[src/rtl/hyper_pkg.sv]
// Shared types and constants for the hypervisor trap/return sequencer.
// States, injected opcodes and hyper register addresses.
package hyper_pkg;

    typedef enum logic [3:0] {
        IDLE         = 4'd0,
        EN_PHP_FETCH = 4'd1,
        EN_PHP_DEC   = 4'd2,
        EN_PHP_EX    = 4'd3,
        EN_JMP_FETCH = 4'd4,
        EN_JMP_L     = 4'd5,
        EN_JMP_H     = 4'd6,
        EX_CLE_FETCH = 4'd7,
        EX_CLE_EX    = 4'd8,
        EX_PLP_FETCH = 4'd9,
        EX_PLP_DEC   = 4'd10,
        EX_PLP_EX    = 4'd11,
        EX_JMP_FETCH = 4'd12,
        EX_JMP_L     = 4'd13,
        EX_JMP_H     = 4'd14
    } hyper_state_t;

    localparam logic [7:0] OP_PHP = 8'h08;
    localparam logic [7:0] OP_PLP = 8'h28;
    localparam logic [7:0] OP_JMP = 8'h4C;
    localparam logic [7:0] OP_CLE = 8'h02;

    localparam logic [7:0] REG_PCL  = 8'h48;
    localparam logic [7:0] REG_PCH  = 8'h49;
    localparam logic [7:0] REG_P    = 8'h4A;
    localparam logic [7:0] REG_PORT = 8'h4B;
    localparam logic [7:0] REG_OVR  = 8'h4C;
    localparam logic [7:0] REG_MAP  = 8'h4D;
    localparam logic [7:0] REG_EXIT = 8'h7F;
    localparam logic [7:0] REG_SAVE = 8'h50;

    // Opcode-fetch states only advance on a cpu_sync cycle.
    function automatic logic is_fetch(hyper_state_t s);
        return (s == EN_PHP_FETCH) || (s == EN_JMP_FETCH) ||
               (s == EX_CLE_FETCH) || (s == EX_PLP_FETCH) ||
               (s == EX_JMP_FETCH);
    endfunction

endpackage

[src/rtl/hyper_snapshot.sv]
// Background snapshot of mapper bytes taken on each guest trap.
// One byte per ready cycle; contents survive reset.
module hyper_snapshot #(
    parameter int SAVE_REGS = 4
) (
    input  logic       clk,
    input  logic       reset,
    input  logic       i_start,
    input  logic       i_ready,
    input  logic [7:0] i_save_data,
    input  logic [2:0] i_rd_idx,
    output logic       o_active,
    output logic [2:0] o_save_sel,
    output logic [7:0] o_rd_data
);

    localparam logic [2:0] LAST = 3'(SAVE_REGS - 1);

    logic       r_active;
    logic [2:0] r_cnt;
    logic [7:0] r_regs [SAVE_REGS];

    // Walk the index across the mapper bytes, one per ready cycle.
    always_ff @(posedge clk) begin
        if (reset) begin
            r_active <= 1'b0;
            r_cnt    <= 3'd0;
        end else if (i_start) begin
            r_active <= 1'b1;
            r_cnt    <= 3'd0;
        end else if (r_active && i_ready) begin
            if (r_cnt == LAST) begin
                r_active <= 1'b0;
                r_cnt    <= 3'd0;
            end else begin
                r_cnt <= r_cnt + 3'd1;
            end
        end
    end

    // Capture the selected byte; reset leaves old contents in place.
    always_ff @(posedge clk) begin
        if (!reset && r_active && i_ready) begin
            for (int k = 0; k < SAVE_REGS; k++) begin
                if (r_cnt == 3'(k)) begin
                    r_regs[k] <= i_save_data;
                end
            end
        end
    end

    // Readback; indices past the last saved byte return zero.
    always_comb begin
        o_rd_data = 8'h00;
        for (int k = 0; k < SAVE_REGS; k++) begin
            if (i_rd_idx == 3'(k)) begin
                o_rd_data = r_regs[k];
            end
        end
    end

    assign o_active   = r_active;
    assign o_save_sel = r_cnt;

endmodule

[src/rtl/hyper_trap_seq.sv]
// Hypervisor trap/return sequencer on the 4510 data-in bus.
// Injects entry and exit opcode streams and holds saved CPU state.
module hyper_trap_seq
    import hyper_pkg::*;
#(
    parameter int          TRAP_BITS = 6,
    parameter logic [15:0] VEC_BASE  = 16'h8000,
    parameter int          VEC_SHIFT = 2,
    parameter int          SAVE_REGS = 4
) (
    input  logic        clk,
    input  logic        reset,
    input  logic        i_hyper_cs,
    input  logic        i_hyper_we,
    input  logic [7:0]  i_hyper_addr,
    input  logic [7:0]  i_hyper_wdata,
    output logic [7:0]  o_hyper_rdata,
    input  logic [15:0] i_cpu_addr,
    input  logic [7:0]  i_cpu_ext_data_i,
    input  logic [7:0]  i_cpu_data_o,
    input  logic        i_cpu_sync,
    input  logic        i_ready,
    output logic [7:0]  o_cpu_data_i,
    output logic        o_hyper_mode,
    output logic        o_map_enable,
    output logic        o_busy,
    output logic [2:0]  o_save_sel,
    input  logic [7:0]  i_save_data
);

    hyper_state_t r_state;
    hyper_state_t w_next;

    logic                 r_hyper_mode;
    logic                 r_map_gate;
    logic                 r_overrun;
    logic                 r_exit_pend;
    logic [15:0]          r_pc;
    logic [7:0]           r_p;
    logic [TRAP_BITS-1:0] r_port;
    logic [15:0]          r_vec;

    logic                 w_acc;
    logic                 w_idle;
    logic                 w_trap;
    logic                 w_hwr;
    logic                 w_wr_exit;
    logic                 w_exit_req;
    logic                 w_go_exit;
    logic                 w_q;
    logic                 w_inj;
    logic [7:0]           w_inj_byte;
    logic                 w_cap_pc;
    logic                 w_cap_p;
    logic                 w_cle;
    logic                 w_snap_active;
    logic [7:0]           w_snap_rd;
    logic [TRAP_BITS-1:0] w_port;
    logic [15:0]          w_vec;

    assign w_acc  = i_hyper_cs & i_hyper_we & i_ready &
                    (i_hyper_addr[7:6] == 2'b01);
    assign w_idle = (r_state == IDLE);
    assign w_trap = w_acc & w_idle & ~r_hyper_mode;
    assign w_hwr  = w_acc & w_idle & r_hyper_mode;

    assign w_wr_exit  = w_hwr & (i_hyper_addr == REG_EXIT);
    assign w_exit_req = r_exit_pend | w_wr_exit;

    assign w_port = i_hyper_addr[TRAP_BITS-1:0];
    assign w_vec  = VEC_BASE | (16'(w_port) << VEC_SHIFT);

    assign w_q = i_ready & (~is_fetch(r_state) | i_cpu_sync);

    // Next state and injected byte for the current cycle.
    always_comb begin
        w_next     = r_state;
        w_inj      = 1'b0;
        w_inj_byte = 8'h00;
        w_cap_pc   = 1'b0;
        w_cap_p    = 1'b0;
        w_cle      = 1'b0;
        w_go_exit  = 1'b0;
        case (r_state)
            IDLE: begin
                if (w_trap) begin
                    w_next = EN_PHP_FETCH;
                end else if (w_exit_req && !w_snap_active && i_ready) begin
                    w_go_exit = 1'b1;
                    w_next    = EX_CLE_FETCH;
                end
            end
            EN_PHP_FETCH: if (w_q) begin
                w_inj      = 1'b1;
                w_inj_byte = OP_PHP;
                w_cap_pc   = 1'b1;
                w_next     = EN_PHP_DEC;
            end
            EN_PHP_DEC: if (w_q) begin
                w_next = EN_PHP_EX;
            end
            EN_PHP_EX: if (w_q) begin
                w_cap_p = 1'b1;
                w_next  = EN_JMP_FETCH;
            end
            EN_JMP_FETCH: if (w_q) begin
                w_inj      = 1'b1;
                w_inj_byte = OP_JMP;
                w_next     = EN_JMP_L;
            end
            EN_JMP_L: if (w_q) begin
                w_inj      = 1'b1;
                w_inj_byte = r_vec[7:0];
                w_next     = EN_JMP_H;
            end
            EN_JMP_H: if (w_q) begin
                w_inj      = 1'b1;
                w_inj_byte = r_vec[15:8];
                w_next     = IDLE;
            end
            EX_CLE_FETCH: if (w_q) begin
                w_inj      = 1'b1;
                w_inj_byte = OP_CLE | {7'b0, r_p[5]};
                w_cle      = 1'b1;
                w_next     = EX_CLE_EX;
            end
            EX_CLE_EX: if (w_q) begin
                w_next = EX_PLP_FETCH;
            end
            EX_PLP_FETCH: if (w_q) begin
                w_inj      = 1'b1;
                w_inj_byte = OP_PLP;
                w_next     = EX_PLP_DEC;
            end
            EX_PLP_DEC: if (w_q) begin
                w_inj      = 1'b1;
                w_inj_byte = r_p;
                w_next     = EX_PLP_EX;
            end
            EX_PLP_EX: if (w_q) begin
                w_inj      = 1'b1;
                w_inj_byte = r_p;
                w_next     = EX_JMP_FETCH;
            end
            EX_JMP_FETCH: if (w_q) begin
                w_inj      = 1'b1;
                w_inj_byte = OP_JMP;
                w_next     = EX_JMP_L;
            end
            EX_JMP_L: if (w_q) begin
                w_inj      = 1'b1;
                w_inj_byte = r_pc[7:0];
                w_next     = EX_JMP_H;
            end
            EX_JMP_H: if (w_q) begin
                w_inj      = 1'b1;
                w_inj_byte = r_pc[15:8];
                w_next     = IDLE;
            end
            default: w_next = IDLE;
        endcase
    end

    // State register.
    always_ff @(posedge clk) begin
        if (reset) begin
            r_state <= IDLE;
        end else begin
            r_state <= w_next;
        end
    end

    // Mode, map gate, overrun and held-exit flags.
    always_ff @(posedge clk) begin
        if (reset) begin
            r_hyper_mode <= 1'b0;
            r_map_gate   <= 1'b1;
            r_overrun    <= 1'b0;
            r_exit_pend  <= 1'b0;
        end else begin
            if (w_trap) begin
                r_hyper_mode <= 1'b1;
                r_map_gate   <= 1'b0;
            end else if (w_cle) begin
                r_hyper_mode <= 1'b0;
                r_map_gate   <= 1'b1;
            end else if (w_hwr && i_hyper_addr == REG_MAP) begin
                r_map_gate <= i_hyper_wdata[0];
            end
            if (w_acc && !w_idle) begin
                r_overrun <= 1'b1;
            end else if (w_hwr && i_hyper_addr == REG_OVR) begin
                r_overrun <= 1'b0;
            end
            if (w_go_exit) begin
                r_exit_pend <= 1'b0;
            end else if (w_exit_req) begin
                r_exit_pend <= 1'b1;
            end
        end
    end

    // Saved CPU state; deliberately kept across reset.
    always_ff @(posedge clk) begin
        if (!reset) begin
            if (w_trap) begin
                r_port <= w_port;
                r_vec  <= w_vec;
            end
            if (w_cap_pc) begin
                r_pc <= i_cpu_addr;
            end else if (w_hwr && i_hyper_addr == REG_PCL) begin
                r_pc[7:0] <= i_hyper_wdata;
            end else if (w_hwr && i_hyper_addr == REG_PCH) begin
                r_pc[15:8] <= i_hyper_wdata;
            end
            if (w_cap_p) begin
                r_p <= i_cpu_data_o;
            end else if (w_hwr && i_hyper_addr == REG_P) begin
                r_p <= i_hyper_wdata;
            end
        end
    end

    hyper_snapshot #(
        .SAVE_REGS(SAVE_REGS)
    ) u_snap (
        .clk        (clk),
        .reset      (reset),
        .i_start    (w_trap),
        .i_ready    (i_ready),
        .i_save_data(i_save_data),
        .i_rd_idx   (i_hyper_addr[2:0]),
        .o_active   (w_snap_active),
        .o_save_sel (o_save_sel),
        .o_rd_data  (w_snap_rd)
    );

    // Hyper register readback.
    always_comb begin
        o_hyper_rdata = 8'h00;
        unique case (1'b1)
            (i_hyper_addr == REG_PCL):  o_hyper_rdata = r_pc[7:0];
            (i_hyper_addr == REG_PCH):  o_hyper_rdata = r_pc[15:8];
            (i_hyper_addr == REG_P):    o_hyper_rdata = r_p;
            (i_hyper_addr == REG_PORT): o_hyper_rdata = 8'(r_port);
            (i_hyper_addr == REG_OVR):  o_hyper_rdata = {7'b0, r_overrun};
            (i_hyper_addr[7:3] == REG_SAVE[7:3]):
                o_hyper_rdata = w_snap_rd;
            default: o_hyper_rdata = 8'h00;
        endcase
    end

    assign o_cpu_data_i = w_inj ? w_inj_byte : i_cpu_ext_data_i;
    assign o_hyper_mode = r_hyper_mode;
    assign o_map_enable = r_map_gate & w_idle;
    assign o_busy       = ~w_idle | w_snap_active;

endmodule

[config.mk]
export PLATFORM = sky130hd
export DESIGN_NAME = hyper_trap_seq
export DESIGN_NICKNAME = d
export VERILOG_FILES = /design/src/rtl/hyper_pkg.sv /design/src/rtl/hyper_snapshot.sv /design/src/rtl/hyper_trap_seq.sv
export SDC_FILE = /design/constraint.sdc
export NUM_CORES = 1
export LEC_CHECK = 0
export CAP_MARGIN = 30
export CELL_PAD_IN_SITES_DETAIL_PLACEMENT = 1
export CELL_PAD_IN_SITES_GLOBAL_PLACEMENT = 2
export CORE_UTILIZATION = 30
export CTS_CLUSTER_SIZE = 10
export DETAILED_ROUTE_END_ITERATION = 16
export GPL_TIMING_DRIVEN = 1
export PLACE_DENSITY = 0.74
export SYNTH_ARGS = -nofsm -noshare
export SYNTH_HDL_FRONTEND = slang
export SYNTH_SLANG_ARGS = --single-unit
[constraint.sdc]
create_clock -name clk -period 2.25 [get_ports clk]
set_input_delay 0.225 -clock clk [delete_from_list [all_inputs] [get_ports clk]]
set_output_delay 0.225 -clock clk [all_outputs]
set_load 0.02 [all_outputs]
==> out/qor.csv, run 1 <==
stage,metric,value,unit
clocking,CTS Hold Buffers Added,0,
clocking,deepest clock path buffer count,2,
floorplanning,die height,117.3,µm
cells_and_area,storage element area,2111,µm²
timing,period utilization,0.9662,
timing,final-report setup violation count,0,
clocking,worst skew pair latency,0.35,ns
global_route,antenna violations before repair,0,
timing,Final Slew Violations,0,
synthesis,"top cells by area, synth","edfxtp_1, mux2_2, dfxtp_1",
timing,Fmax achieved,0.4600,GHz
synthesis,YS warnings,0,
critical_path,delay of the slowest cell on the worst path,0.58,ns
detailed_routing,Iter 0 DRT Violations,149,
synthesis,Synth top area share,0.4666,
floorplanning,# IOs,84,
floorplanning,DIE WIDTH,117.3,µm
timing,Final Hold Viols,0,
status,status,"finished, final reports clean",
clocking,Root Buffer,clkbuf_16,
detailed_routing,Initial DRT Pass Iterations,4,
timing,Fin Clk Skew,0.01132,ns
synthesis,multiplexer share of the synthesized area,0.1220,
detailed_routing,# DRC,0,
synthesis,Post-Syn Area,3990,µm²
critical_path,crit path DAT,1.95,ns
timing,setup TNS,0,ns
global_route,GRT Util Overall,0.1964,
placement,GP Congestion,0.8287,
synthesis,Synth Area in Adders,0.01254,
global_route,grt ovf,0,
hold_path,WHS Path Cells,2,
clocking,clock transition at the registers of the reported paths,0.06,ns
synthesis,xor/xnor cell area share of the yosys netlist,0,
critical_path,CP top delay family,simple AND/OR/NAND/NOR gates,
cells_and_area,Layout Nets,558,
placement,Post-Place Cells,653,
detailed_routing,average wire per standard cell,18.99,µm
critical_path,Reg2Reg Depth,5,
clocking,CTS buffer count,9,
hold_path,hold path start,i_hyper_addr[4],
timing,fin crit period,2.174,ns
synthesis,"area leader, netlist",edfxtp_1,
floorplanning,core box area,12770,µm²
timing,max_slew headroom,0.6834,
hold_path,min-delay worst type,in -> reg,
critical_path,"Buf+Inv Stages, Crit Path",3,
global_route,first-pass GRT wire length,20560,µm
hold_path,hold path endpoint,r_vec[6],
global_route,largest net degree at the start of global routing,23,
synthesis,number of synthesized flops with an enable pin,62,
detailed_routing,Vias per Instance,5.081,
critical_path,"Cell Chain, Critical Path","dlygate4sd2_1, or4b_4, or3_4, nor2_1, buf_4, nand2_1, nand2_1, buf_4",
floorplanning,Die ar.,13770,µm²
synthesis,compound-gate portion of the synthesized area,0.1446,
power_and_ir_drop,Leak Pwr,2.136,nW
synthesis,"Avg Cell Area, Syn",11.02,µm²
job,Max-cap violations,0,
synthesis,main combinational cell family by area after synthesis,simple AND/OR/NAND/NOR gates,
cells_and_area,Ant. Diodes,0,
synthesis,Mapped Cells,362,
synthesis,"Top FF cell, synth",edfxtp_1,
cells_and_area,fill count,1402,
clocking,H-tree depth,3,
power_and_ir_drop,Peak supply drop,0.6785,mV
synthesis,Post-Synth Simple-Gate Area,0.1637,
floorplanning,FP Rows,41,
floorplanning,Initial Util,0.3124,
cells_and_area,Multi-input gate area,1790,µm²
critical_path,Critical Path Slowest Stage Cell,or4b_4,
critical_path,Crit Path Class,in -> out,
cells_and_area,P&R area growth vs syn,43.12,%
timing,Slew @ Worst Pin,0.4740,ns
cells_and_area,"Core Util, Final",0.4471,
critical_path,Critical Path RT,2.03,ns
clocking,CTS tree,yes,
cells_and_area,layout cells sized above 1,0.2696,
synthesis,Synth cell types,54,
timing,RSZ-0062 raised after global routing,yes,
detailed_routing,vias,3399,
cells_and_area,final std cells w/o fill,669,
critical_path,reg2reg end,r_vec[7],
synthesis,Mapped Nets,428,
detailed_routing,DRT antenna net count,0,
timing,final hold slack,0.3251,ns
placement,port bufs,83,
placement,HPWL Detailed,9896,µm
critical_path,R2R Setup Slk,0.08,ns
clocking,Sink Count,74,
critical_path,RR Startpoint,r_state[0],
critical_path,Crit. End Element,primary output,
critical_path,CP Max Fanout,6,
global_route,via count of the first global-routing pass,3666,
power_and_ir_drop,PD cells,766.3,nW/µm²
synthesis,sequential share of the synthesized area,0.5268,
synthesis,"FFs w/ async S/R, synth",0,
detailed_routing,total wire length,12700,µm
critical_path,Worst Setup Start Kind,primary input,
synthesis,register bit total from synthesis,74,
==> layer usage <==
metal / vias up / track usage / wire length (µm)
met2: 88 / 0.3217 / 6031
li1: 1633 / - / -
met1: 1661 / 0.2522 / 5923
met3: 17 / 0.04475 / 522
met5: - / 0 / 0
met4: 0 / 0.07143 / 226
==> worst max path at each step <==
stage,startpoint,cells past startpoint,end
2_1_floorplan,i_hyper_addr[4],4,r_pc[0]
3_3_place_gp,i_hyper_addr[4],8,o_hyper_rdata[5]
3_5_place_dp,i_hyper_addr[4],8,o_hyper_rdata[5]
4_1_cts,i_hyper_addr[5],6,o_hyper_rdata[7]
5_1_grt,r_state[2],7,o_cpu_data_i[3]
6_report,i_hyper_addr[5],8,o_hyper_rdata[5]
==> cells in the mapped netlist (2+ instances only) <==
| cell type | count |
|---|---|
| nor4_1 | 2 |
| buf_2 | 4 |
| or2_2 | 2 |
| a22oi_1 | 12 |
| ha_1 | 4 |
| edfxtp_1 | 62 |
| nor2b_1 | 8 |
| a21o_1 | 2 |
| a222oi_1 | 2 |
| nand3b_1 | 5 |
| o21ai_0 | 29 |
| and3_1 | 4 |
| nand2_1 | 38 |
| mux2_2 | 25 |
| nand2b_1 | 9 |
| a21oi_1 | 18 |
| or4_4 | 2 |
| dfxtp_1 | 12 |
| nor3_1 | 8 |
| nor2_1 | 19 |
| nand3_1 | 8 |
| buf_1 | 4 |
| clkbuf_1 | 14 |
| a32o_1 | 3 |
| nand4_1 | 3 |
| inv_1 | 9 |
| mux2i_1 | 16 |
| and2_1 | 5 |
| mux4_2 | 2 |
| o221ai_1 | 7 |
==> cell families (layout without fill, tap and decap cells) <==
family                   Yosys count  count (layout)
adder cells (fa/ha/maj)            4               4
flip-flops                        74              74
AO/OA/AOI/OAI                     88              88
buffers and inverters             31             166
AND/OR/NAND/NOR                  122             122
multiplexers                      43              43
==> layout make-up <==
type                            count  share of cell area
Sequential cell                    74              0.3696
Multi-Input combinational cell    257              0.3135
Timing Repair Buffer              141              0.2191
Clock buffer                        9             0.03944
Tap cell                          172             0.03769
Clock inverter                      7             0.01468
Inverter                            9            0.005916
==> state kept, by name (all words and copies together) (netlist names) <==
name	count
r_pc	16
r_exit_pend	1
o_hyper_mode	1
r_state	4
u_snap.o_active	1
r_p	8
r_map_gate	1
u_snap.r_regs	32
r_overrun	1
u_snap.o_save_sel	3
r_vec	6
==> through the flow <==
step | area, µm² | total power [W] | setup WS, ns
after floorplan | 3998 | 0.002295 | 0.06107
after CTS | 5722 | 0.004411 | 0.0007319
after global routing | 5710 | 0.004571 | -0.02204
after detailed placement | 5441 | 0.002936 | -0.6208
final | 5710 | 0.004376 | 0.07613
after global placement | 5441 | 0.002912 | -0.5577
==> what timing repair did <==
item	CTS	global route
setup endpoints to repair	27	14
pin swaps	4	2
buffers inserted	0	0
gates resized for setup	52	31
gates cloned	0	0
==> cells in the final DEF (no fill, tap or decap), drive strengths merged, types with 2 or more instances in the layout <==
master	count
nor3b	2
nand4	3
clkdlybuf4s50	59
a22oi	12
inv	12
a32o	3
dfxtp	12
mux4	2
nor3	8
nand2b	9
o21ai	30
a21oi	18
a222oi	2
edfxtp	62
nor4	3
nand3b	5
dlygate4sd2	8
nand2	38
nand3	8
clkbuf	18
ha	4
a21o	2
clkinv	2
nor2	19
mux2i	16
or2	2
buf	64
or4	2
or3	2
o221ai	7
mux2	25
and3	4
nor2b	8
and2	5
==> report_power, final <==
| part | leakage (nW) | switching [W] | internal, W | total (W) |
|---|---|---|---|---|
| clock network | 0.149 | 0.000633 | 0.000878 | 0.00151 |
| registers | 0.657 | 0.0000540 | 0.00153 | 0.00159 |
| logic | 1.33 | 0.000657 | 0.000621 | 0.00128 |
| total | 2.14 | 0.00134 | 0.00303 | 0.00438 |
(Power assumes the default switching activity.)
==> inputs of run 2 (changes only) <==
--- a/config.mk
+++ b/config.mk
@@ -13,6 +13,7 @@
 export DETAILED_ROUTE_END_ITERATION = 16
 export GPL_TIMING_DRIVEN = 1
 export PLACE_DENSITY = 0.74
+export SKIP_CTS_REPAIR_TIMING = 1
 export SYNTH_ARGS = -nofsm -noshare
 export SYNTH_HDL_FRONTEND = slang
 export SYNTH_SLANG_ARGS = --single-unit
==> out/qor.csv, run 2 (synthesis results as in run 1) <==
stage,metric,value,unit,change
status,status,"finished, final reports clean",,
timing,Final Hold Viols,0,,unchanged
detailed_routing,Initial DRT Pass Iterations,4,,unchanged
job,Max-cap violations,0,,unchanged
detailed_routing,# DRC,0,,unchanged
hold_path,hold path endpoint,r_vec[6],,
critical_path,Critical Path Slowest Stage Cell,or4_4,,
timing,period utilization,0.9627,,-0.003435
cells_and_area,Layout Nets,558,,unchanged
critical_path,"Cell Chain, Critical Path","buf_4, or4_4, or4_4, nor2_1, buf_4",,
floorplanning,DIE WIDTH,117.3,µm,unchanged
placement,GP Congestion,0.8287,,unchanged
floorplanning,FP Rows,41,,unchanged
cells_and_area,Top reg by flops,u_snap.r_regs,,
clocking,CTS buffer count,9,,unchanged
global_route,grt ovf,0,,unchanged
floorplanning,Initial Util,0.3124,,unchanged
cells_and_area,final instance area,5838,µm²,+2.2%
cells_and_area,P&R area growth vs syn,46.32,%,
detailed_routing,DRT antenna net count,0,,unchanged
floorplanning,core box area,12770,µm²,unchanged
power_and_ir_drop,Peak supply drop,0.6785,mV,about the same
critical_path,Critical Path RT,2.31,ns,+0.28 ns
timing,setup TNS,0,ns,unchanged
global_route,largest net degree at the start of global routing,23,,unchanged
critical_path,R2R Setup Slk,0.08,ns,about the same
clocking,H-tree depth,3,,unchanged
clocking,worst skew pair latency,0.35,ns,about the same
critical_path,reg2reg end,r_vec[7],,
global_route,GRT Util Overall,0.1956,,-0.0008429
placement,Setup WS pre-CTS,-0.6208,ns,unchanged
clocking,deepest clock path buffer count,2,,unchanged
critical_path,Reg2Reg Depth,5,,unchanged
floorplanning,# IOs,84,,unchanged
critical_path,Crit. End Element,flop,,
timing,final hold slack,0.2243,ns,-0.1008 ns
timing,Final WS setup,0.08386,ns,+0.007728 ns
critical_path,Crit Path Class,reg -> reg,,
detailed_routing,Vias per Instance,5.058,,-0.44%
cells_and_area,"commonest non-fill, non-tap cell in the layout",edfxtp_1,,
placement,"Cell Area, Placed",5441,µm²,unchanged
cells_and_area,Largest regs,"u_snap.r_regs (32), r_pc (16), r_p (8)",,
global_route,via count of the first global-routing pass,3646,,-0.55%
timing,Final Slew Violations,0,,unchanged
placement,port bufs,83,,unchanged
timing,Fin Clk Skew,0.01002,ns,-0.001300 ns
timing,RSZ-0062 raised after global routing,no,,
cells_and_area,fill count,1376,,-1.9%
detailed_routing,total wire length,12750,µm,+0.40%
detailed_routing,Iter 0 DRT Violations,167,,+12%
cells_and_area,Ant. Diodes,0,,unchanged
clocking,clock transition at the registers of the reported paths,0.07,ns,about the same
hold_path,min-delay worst type,in -> reg,,
timing,Fmax achieved,0.4617,GHz,+0.36%
critical_path,crit path DAT,2.23,ns,+0.28 ns
critical_path,RR Startpoint,r_state[0],,
cells_and_area,most frequent cells in the layout,"edfxtp_1, clkdlybuf4s50_1, buf_4",,
floorplanning,die height,117.3,µm,unchanged
timing,Slew @ Worst Pin,0.4768,ns,+0.002805 ns
global_route,antenna violations before repair,0,,unchanged
detailed_routing,vias,3384,,-0.44%
placement,HPWL Detailed,9896,µm,unchanged
power_and_ir_drop,PD cells,754.8,nW/µm²,-1.5%
cells_and_area,layout cells sized above 1,0.2414,,-0.02817
clocking,Sink Count,74,,unchanged
cells_and_area,Largest register FFs,32,,unchanged
power_and_ir_drop,Leak Pwr,2.382,nW,+12%
cells_and_area,Multi-input gate area,1793,µm²,+0.14%
critical_path,Worst Setup Start Kind,flop,,
hold_path,WHS Path Cells,2,,unchanged
clocking,Root Buffer,clkbuf_16,,
cells_and_area,storage element area,2108,µm²,-0.12%
floorplanning,Die ar.,13770,µm²,unchanged
detailed_routing,average wire per standard cell,19.06,µm,+0.40%
timing,max_slew headroom,0.6815,,-0.001874
timing,fin crit period,2.166,ns,-0.007728 ns
critical_path,CP Max Fanout,10,,+4
hold_path,hold path start,i_hyper_addr[4],,
global_route,first-pass GRT wire length,20450,µm,-0.51%
clocking,CTS tree,yes,,
timing,final-report setup violation count,0,,unchanged
critical_path,delay of the slowest cell on the worst path,0.55,ns,-0.03 ns
## run 2: area by class of cell
class,count,share of cell area
inverter,9,0.005787
clock inverter,7,0.01436
tap,172,0.03686
clock buffer,9,0.03858
sequential,74,0.3611
timing repair buffer,141,0.2362
multi-input combinational,257,0.3071
## run 2: how the worst max path moves through the flow
stage               startpoint          endpoint  cells after the start
5_1_grt             r_state[3]   o_cpu_data_i[2]                      6
2_1_floorplan  i_hyper_addr[4]           r_pc[0]                      4
4_1_cts        i_hyper_addr[4]  o_hyper_rdata[5]                      8
3_3_place_gp   i_hyper_addr[4]  o_hyper_rdata[5]                      8
3_5_place_dp   i_hyper_addr[4]  o_hyper_rdata[5]                      8
6_report            r_state[0]          r_vec[7]                      5
## run 2: report_power, final
group          leakage (nW)  internal, W  switching, W
Sequential            0.656      0.00153     0.0000536
Clock                 0.149     0.000878      0.000633
Combinational          1.58     0.000658      0.000653
## run 2: per-stage QoR
step             util  std cells  total power [W]
6_report       0.4570        669         0.004406
5_1_grt        0.4570        669         0.004600
4_1_cts        0.4502        669         0.004456
3_5_place_dp   0.4260        653         0.002936
3_3_place_gp   0.4260        653         0.002912
2_1_floorplan       -        362         0.002295
## run 2: critical path: cells and delay by family, from the launching register on
kind	cells	cell delay, ns
buf+inv	2	0.35
flops	1	0.38
simple gates	3	1.15
## run 2: per-layer routing
layer,part of all wire,global-route usage,routed length (µm)
met3,0.038,0.04329,487
met1,0.47,0.2501,5946
met4,0.016,0.06818,199
met2,0.48,0.3240,6121
met5,0,0,0
==> inputs of run 3 (changes only) <==
--- a/config.mk
+++ b/config.mk
@@ -9,6 +9,7 @@
 export CELL_PAD_IN_SITES_DETAIL_PLACEMENT = 1
 export CELL_PAD_IN_SITES_GLOBAL_PLACEMENT = 2
 export CORE_UTILIZATION = 30
+export CTS_CLUSTER_DIAMETER = 40
 export CTS_CLUSTER_SIZE = 10
 export DETAILED_ROUTE_END_ITERATION = 16
 export GPL_TIMING_DRIVEN = 1
==> results of run 3 <==
The final DEF is identical to that of run 2; final timing and power are the same.
